<file path="src/rtl/riscv_core_booth_r4.sv">
// Radix-4 Booth multi-cycle multiplier (MUL/MULH/MULHSU/MULHU/MULW), 2 multiplier bits per cycle, valid/ready + flush.
// Optional RISCV_BOOTH_ZERO_SKIP_EN: a zero operand goes straight to DONE with result 0.
module riscv_core_booth_r4 #(
  parameter int XLEN = 64
) (
  input  logic            i_mul_clk,
  input  logic            i_mul_rst,
  input  logic            i_mul_valid,
  output logic            o_mul_ready,
  input  logic [1:0]      i_mul_op,
  input  logic            i_mul_word,
  input  logic [XLEN-1:0] i_mul_rs1,
  input  logic [XLEN-1:0] i_mul_rs2,
  input  logic            i_mul_flush,
  output logic            o_mul_valid,
  input  logic            i_mul_out_ready,
  output logic [XLEN-1:0] o_mul_result,
  output logic            o_mul_busy
);

  localparam int ITER = XLEN / 2 + 1;
  localparam int EW   = XLEN + 2;
  localparam int AW   = XLEN + 4;
  localparam int CW   = $clog2(ITER + 1);

  typedef enum logic [1:0] {S_IDLE, S_MUL, S_DONE} state_t;

  state_t          state, state_nx;
  logic [EW-1:0]   mcand, mult;
  logic            q;
  logic [AW-1:0]   acc;
  logic [CW-1:0]   cnt;
  logic [1:0]      op_q;
  logic            word_q;

  logic            rs1_sx, rs2_sx, accept, zero_op;
  logic [EW-1:0]   ext_rs1, ext_rs2;
  logic [2:0]      trip;
  logic [AW-1:0]   m_ext, pp, sum, acc_nx;
  logic [EW-1:0]   mult_nx;
  logic [2*XLEN-1:0] prod;
  logic [31:0]     lo32;
  logic [XLEN-1:0] sel;

  // Word mode forces the MUL encoding regardless of the op field.
  assign rs1_sx = i_mul_word || (i_mul_op != 2'b11);
  assign rs2_sx = i_mul_word || !i_mul_op[1];

  always_comb begin
    ext_rs1 = '0;
    ext_rs2 = '0;
    if (i_mul_word) begin
      ext_rs1 = {{(EW-32){i_mul_rs1[31]}}, i_mul_rs1[31:0]};
      ext_rs2 = {{(EW-32){i_mul_rs2[31]}}, i_mul_rs2[31:0]};
    end else begin
      ext_rs1 = {{2{rs1_sx & i_mul_rs1[XLEN-1]}}, i_mul_rs1};
      ext_rs2 = {{2{rs2_sx & i_mul_rs2[XLEN-1]}}, i_mul_rs2};
    end
  end

  assign accept = (state == S_IDLE) && i_mul_valid && !i_mul_flush;

`ifdef RISCV_BOOTH_ZERO_SKIP_EN
  assign zero_op = (ext_rs1 == '0) || (ext_rs2 == '0);
`else
  assign zero_op = 1'b0;
`endif

  // One Booth step; the last step's shifted value feeds the result register directly.
  always_comb begin
    trip  = {mult[1], mult[0], q};
    m_ext = {{2{mcand[EW-1]}}, mcand};
    pp    = '0;
    case (trip)
      3'b001, 3'b010: pp = m_ext;
      3'b011:         pp = m_ext << 1;
      3'b100:         pp = -(m_ext << 1);
      3'b101, 3'b110: pp = -m_ext;
      default:        pp = '0;
    endcase
    sum     = acc + pp;
    acc_nx  = {{2{sum[AW-1]}}, sum[AW-1:2]};
    mult_nx = {sum[1:0], mult[EW-1:2]};
    prod    = {acc_nx[XLEN-3:0], mult_nx};
    lo32    = prod[31:0];
    if (word_q)              sel = XLEN'($signed(lo32));
    else if (op_q == 2'b00)  sel = prod[XLEN-1:0];
    else                     sel = prod[2*XLEN-1:XLEN];
  end

  always_ff @(posedge i_mul_clk or posedge i_mul_rst) begin
    if (i_mul_rst) state <= S_IDLE;
    else           state <= state_nx;
  end

  always_comb begin
    state_nx = state;
    case (state)
      S_IDLE: if (accept) state_nx = zero_op ? S_DONE : S_MUL;
      S_MUL: begin
        if (i_mul_flush)            state_nx = S_IDLE;
        else if (cnt == CW'(1))     state_nx = S_DONE;
      end
      S_DONE: if (i_mul_flush || i_mul_out_ready) state_nx = S_IDLE;
      default: state_nx = S_IDLE;
    endcase
  end

  always_ff @(posedge i_mul_clk or posedge i_mul_rst) begin
    if (i_mul_rst) begin
      mcand        <= '0;
      mult         <= '0;
      q            <= 1'b0;
      acc          <= '0;
      cnt          <= '0;
      op_q         <= 2'b00;
      word_q       <= 1'b0;
      o_mul_result <= '0;
    end else begin
      case (state)
        S_IDLE: if (accept) begin
          mcand  <= ext_rs1;
          mult   <= ext_rs2;
          q      <= 1'b0;
          acc    <= '0;
          cnt    <= CW'(ITER);
          op_q   <= i_mul_word ? 2'b00 : i_mul_op;
          word_q <= i_mul_word;
          if (zero_op) o_mul_result <= '0;
        end
        S_MUL: if (!i_mul_flush) begin
          acc  <= acc_nx;
          mult <= mult_nx;
          q    <= mult[1];
          cnt  <= cnt - CW'(1);
          if (cnt == CW'(1)) o_mul_result <= sel;
        end
        default: ;
      endcase
    end
  end

  assign o_mul_ready = (state == S_IDLE);
  assign o_mul_valid = (state == S_DONE);
  assign o_mul_busy  = (state == S_MUL) || (state == S_DONE);

endmodule

</file>
<file path="config.mk">
export PLATFORM = sky130hd
export DESIGN_NAME = riscv_core_booth_r4
export DESIGN_NICKNAME = d
export VERILOG_FILES = /design/src/rtl/riscv_core_booth_r4.sv
export SDC_FILE = /design/constraint.sdc
export NUM_CORES = 1
export LEC_CHECK = 0
export BUFFER_PORTS_ARGS = -buffer_cell sky130_fd_sc_hd__buf_2
export CAP_MARGIN = 20
export CORE_MARGIN = 5
export CORE_UTILIZATION = 56
export CTS_BUF_LIST = sky130_fd_sc_hd__clkbuf_2
export DETAILED_ROUTE_END_ITERATION = 7
export PLACE_DENSITY = 0.77
export RECOVER_POWER = 50
export SYNTH_ARGS = -nofsm -noshare
export SYNTH_HDL_FRONTEND = slang
export SYNTH_SLANG_ARGS = --single-unit
</file>
<file path="constraint.sdc">
create_clock -name i_mul_clk -period 11.96 [get_ports i_mul_clk]
set_clock_uncertainty 0.2 [all_clocks]
set_input_delay 2.392 -clock i_mul_clk [delete_from_list [all_inputs] [get_ports i_mul_clk]]
set_output_delay 2.392 -clock i_mul_clk [all_outputs]
set_load 0.01 [all_outputs]
</file>
# Yosys cells after proc, flatten, opt, wreduce, memory -nomap -nowiden
# Index checks and enable logic that the tools add are counted.
# classes
eq_ne	14
n_reduce_logical	17
add_sub_neg	4
n_bitwise	3
muxes	23
# op_table
operator	count
$pmux W68 S4	1
$mux W66	4
$mux W68	2
$neg A68 Y68	2
$pmux W68 S2	1
$pmux W66 S2	1
$mux W64	2
$add A68 B68 Y68	1
$mux W6	2
$pmux W6 S2	1
$mux W2	5
$eq A3 B3 Y1 const B	3
$reduce_and A3 Y1	3
$eq A3 B2 Y1 const B	2
$eq A6 B1 Y1 const B	1
$pmux W2 S3	1
$sub A6 B1 Y6 const B	1
$logic_not A2 Y1	2
$logic_or A1 B1 Y1	4
$ne A2 B1 Y1 const B	2
$ne A2 B2 Y1 const B	2
$reduce_or A2 Y1	2
$eq A3 B1 Y1 const B	1
$ne A3 B3 Y1 const B	1
other kinds (10)	14
# totals
elab_cells	70
reg_bits	276
out_inout_bits	67
in_bits	136

# Logic depth before layout (Yosys ltp)
# depth
ltp_word	6
mapped_depth	28
depth_no_buf	27

# Worst setup path before layout
# OpenSTA, ideal clock, no wires.
# synth_path
path_kind	register to register
from	reg mcand[6]
to	reg acc[66]
path_buffers	1
arrival_ps	5299
path_slack_ps	6341
path_stages_with_launch	26
synth_period_minus_slack_ps	5619
required_ps	11639
setup_time_ps	121
cell_sequence	dfrtp_1 or3_1 buf_2 nor4_4 nand4_2 nor2_2 nand2_1 or4_1 nor2_1 nand2_1 xor2_1 a221oi_1 a31oi_1 ha_1 a21oi_1 o21ai_0 a21o_1 a21o_1 a311oi_1 a21oi_1 o21ai_1 a21oi_1 a221oi_1 xnor2_1 o21ai_0 a22o_1
# synth_via
elab_chain_len	5
word_cells_on_any_way	6
cone_classes	3 x add/sub; 3 x mux
# synth_rtl
element	line	source
from (decl)	29	logic [EW-1:0] mcand, mult;
from (signal assigned)	122	mcand <= ext_rs1;
$neg A68 Y68 (on tied branches)	78, 77	
$pmux W68 S4 (*)	74	case (trip)
$add A68 B68 Y68 (*)	81	sum = acc + pp;
$mux W68 (*)	131	S_MUL: if (!i_mul_flush) begin
$pmux W68 S2 (*)	120	case (state)
to (signal assigned)	132	acc <= acc_nx;
to (decl)	31	logic [AW-1:0] acc;
# Every way passes the cells marked *; elsewhere a longest branch is shown, timed or not. The select of a mux whose other input is x is not followed.
# A chain may end at the register's enable or synchronous reset.

# Worst setup path after layout
# layout_path
from	reg state[0]
to	reg cnt[5]
# layout_via
elab_chain_len	5
word_cells_on_any_way	9
cone_classes	3 x eq/ne; 1 x mux; 5 x reduce/logical
# layout_rtl
element	line	source
from (decl)	28	state_t state, state_nx;
from (signal assigned)	93	else state <= state_nx;
$logic_not A2 Y1	61, 120	
$logic_and A1 B1 Y1 (2 in a row)	61	assign accept = (state == S_IDLE) && i_mul_valid && !i_mul_flush;
$ne A2 B1 Y1 (no source line)	-	
$reduce_and A3 Y1 (no source line)	-	
to (signal assigned)	126	cnt <= CW'(ITER);
to (signal assigned)	135	cnt <= cnt - CW'(1);
to (decl)	32	logic [CW-1:0] cnt;
# Parallel ways exist; a longest one is shown, timed or not.

==> metrics.cfg <==
[timing]
tightestPinTransition_ns=5.75
timing.final.crit_share=0.627
hold_viol_final=0
fmax_ghz=0.133
slew_viol_final=623
period_minus_slack_ns=7.50
tns_ns=0
slew_headroom=-2.85
rsz0062_at_grt=false
setup_viol=0

[setup_path]
r2r-end=cnt[5]$_DFFE_PP0P_
critPathMaxFanout=66
cp.required_ns=12.44
r2r_setup_slack_ns=4.46
path_class=flip-flop to flip-flop
cp-start-kind=flip-flop
cp.arrival_ns=7.98
r2r_start=state[0]$_DFFE_PP0P_
cp-end-kind=flip-flop
rr_worst_depth=8

[synthesis]
synthFlopType=dfrtp_1
synth_top_cells_by_count=nand2_1 (367), o21ai_0 (280), dfrtp_1 (273), a21oi_1 (262), clkbuf_1 (154)
yosys.cell_types.count=76
async_reset_ff_frac=1.00
synth_area_leaders=dfrtp_1 (36%), o21ai_0 (7.4%), nand2_1 (7.3%)
netlist_instances=2336
synth_nets=2546
yosys.area.top_type=dfrtp_1
yosysSeqAreaShare=0.360
synth_warnings=0
synth.avg_cell_area_sq_um=8.13
synth_edf_count=0
synth_seq_cells=273
syn_area_sq_mm=0.0190
yosys.area.top_type_share=0.360
yosysMostFrequentCell=nand2_1

[clocking]
htreeDepth=3
cts_num_sinks=273
clk_pin_slew_ns=0.10
hold_buffers=0
clock_path_buffers=3
cts_resized=0
cts_made_buffers=74
root_buffer=clkbuf_2
cts_tree=built
post_cts_buffers=0
clk_latency_ns=0.98

[route]
dr.pass1.iters=7
totalWireLength_mm=57.3
drt_iter0_markers=1787
vias=18200
via_per_inst=6.16
antenna_left=0
drc=0
wire_per_inst_microns=19.4

[floorplanning]
design.core.area_sq_mm=0.0335
start_util=0.566
io-pin-count=203
row_count=67
die_height_microns=194
die-area_sq_mm=0.0377
die_x_microns=194

[finish]
area_growth_pct=9.04
fill_cells=3062
multi_input_area_sq_mm=0.0113
final_cells=2947
final_layout_size_suffix_gt1_frac=0.158
layout.nets=2664
fin_util=0.617
final_cell_area_sq_mm=0.0207
regArea_sq_mm=0.00684

[job]
drv_cap=8

[outcome]
status=finished with violations
violations=max-capacitance violations, max-slew violations

[placed_design]
dpl_cell_area_sq_mm=0.0201
gp_congestion=1.00
port_buffers=202
dp_cells=2824
dp_hpwl_mm=40.9

[hold_path]
hold_path_end=acc[60]$_DFFE_PP0P_
min_path_type=flip-flop to flip-flop
whs_path_depth=2
min_from=acc[60]$_DFFE_PP0P_

[power_and_ir_drop]
max-vdd-ir-drop_mv=0.165
finalPower_w=0.00637
p_leak_nw=9.53
power.density_mw_per_mm2=308

[global_route]
grt_usage=0.294
antenna_found_initial=1
grt_pass1_vias=17700
grt_pass1_wl_mm=91.4
gr-total-overflow=0
grt_max_degree=126

[cell usage in the layout (no fill, tap or decap), drive strengths merged, types with 9 or more instances in the layout]
cell type | Yosys | layout
o21bai | 18 | 18
or3 | 29 | 29
buf | 28 | 218
inv | 31 | 33
clkinv | 2 | 18
xor2 | 72 | 72
mux2 | 33 | 33
dfrtp | 273 | 273
o21a | 10 | 10
xnor2 | 86 | 86
nor3 | 29 | 29
a31oi | 25 | 25
ha | 73 | 73
nand4 | 18 | 18
nor4 | 9 | 9
a22o | 28 | 28
o21ai | 293 | 293
o31ai | 12 | 12
a21o | 40 | 40
mux2i | 63 | 63
nand2 | 367 | 367
a21oi | 262 | 262
or4 | 13 | 13
nand2b | 18 | 18
nand3 | 24 | 24
o22a | 14 | 14
a221oi | 25 | 25
clkbuf | 154 | 104
nor2b | 11 | 11
nor2 | 155 | 155
a22oi | 32 | 32
or2 | 9 | 9
a211oi | 12 | 12
[metrics by stage]
step | hold slack (ns) | worst slack, ns
2_1_floorplan | 0.245 | 1.84
3_3_place_gp | 0.257 | 5.17
3_5_place_dp | 0.266 | 5.19
4_1_cts | 0.290 | 5.15
5_1_grt | 0.308 | 3.61
6_report | 0.290 | 4.46
[state kept, by name, indices dropped and copies added, names as in the netlist]
signal,count
cnt,6
acc,66
op_q,2
mult,66
word_q,1
mcand,65
q,1
o_mul_result,64
state,2
[worst max path at each step]
stage	from	to	slack, ns	cells after the start
floorplan	i_mul_rst	acc[0]$_DFFE_PP0P_	1.84	1
global placement	mcand[6]$_DFFE_PP0P_	acc[64]$_DFFE_PP0P_	5.17	25
detailed placement	q$_DFFE_PP0P_	o_mul_result[54]$_DFFE_PP0P_	5.19	19
CTS	mcand[6]$_DFFE_PP0P_	acc[64]$_DFFE_PP0P_	5.15	25
global route	state[1]$_DFFE_PP0P_	cnt[5]$_DFFE_PP0P_	3.61	9
finish	state[0]$_DFFE_PP0P_	cnt[5]$_DFFE_PP0P_	4.46	8
[area by class of cell]
cell class	instances	share of cell area
Sequential cell	273	0.330
Clock buffer	98	0.0237
Multi-Input combinational cell	1848	0.548
Clock inverter	22	0.00725
Tap cell	448	0.0271
Inverter	33	0.00604
Timing Repair Buffer	224	0.0574
Antenna cell	1	0.000121
[kinds of logic after synthesis]
logic type,synth area share
compound gates,0.256
simple gates,0.166
flops,0.360
buf+inv,0.0433
xor+xnor,0.0729
mux,0.0528
fa+ha+maj,0.0492
[per-layer routing]
metal  part of all wire  vias to the layer above  global-route usage
met2               0.47                      749               0.483
met3              0.065                      182              0.0422
li1                   -                     8587                   -
met4              0.058                        0               0.162
met5                  0                        -                   0
met1               0.40                     8633               0.374
[critical path, cell delays in order, from the launching register on]
cell      delay [ns]
dfrtp_1         0.42
ha_1            0.92
mux2i_1         0.47
or2_0           2.15
clkbuf_1        2.34
nor4_1          0.26
nand2_1         0.22
xor2_1          0.15
o21ai_0         0.09
[power by group]
group          switching [W]  total (W)  leakage [nW]  internal (W)
Sequential          0.000472    0.00179          3.52       0.00131
Clock               0.000415   0.000681         0.478      0.000266
Combinational        0.00245    0.00390          5.53       0.00145
Power figures use the tool's default switching activity.
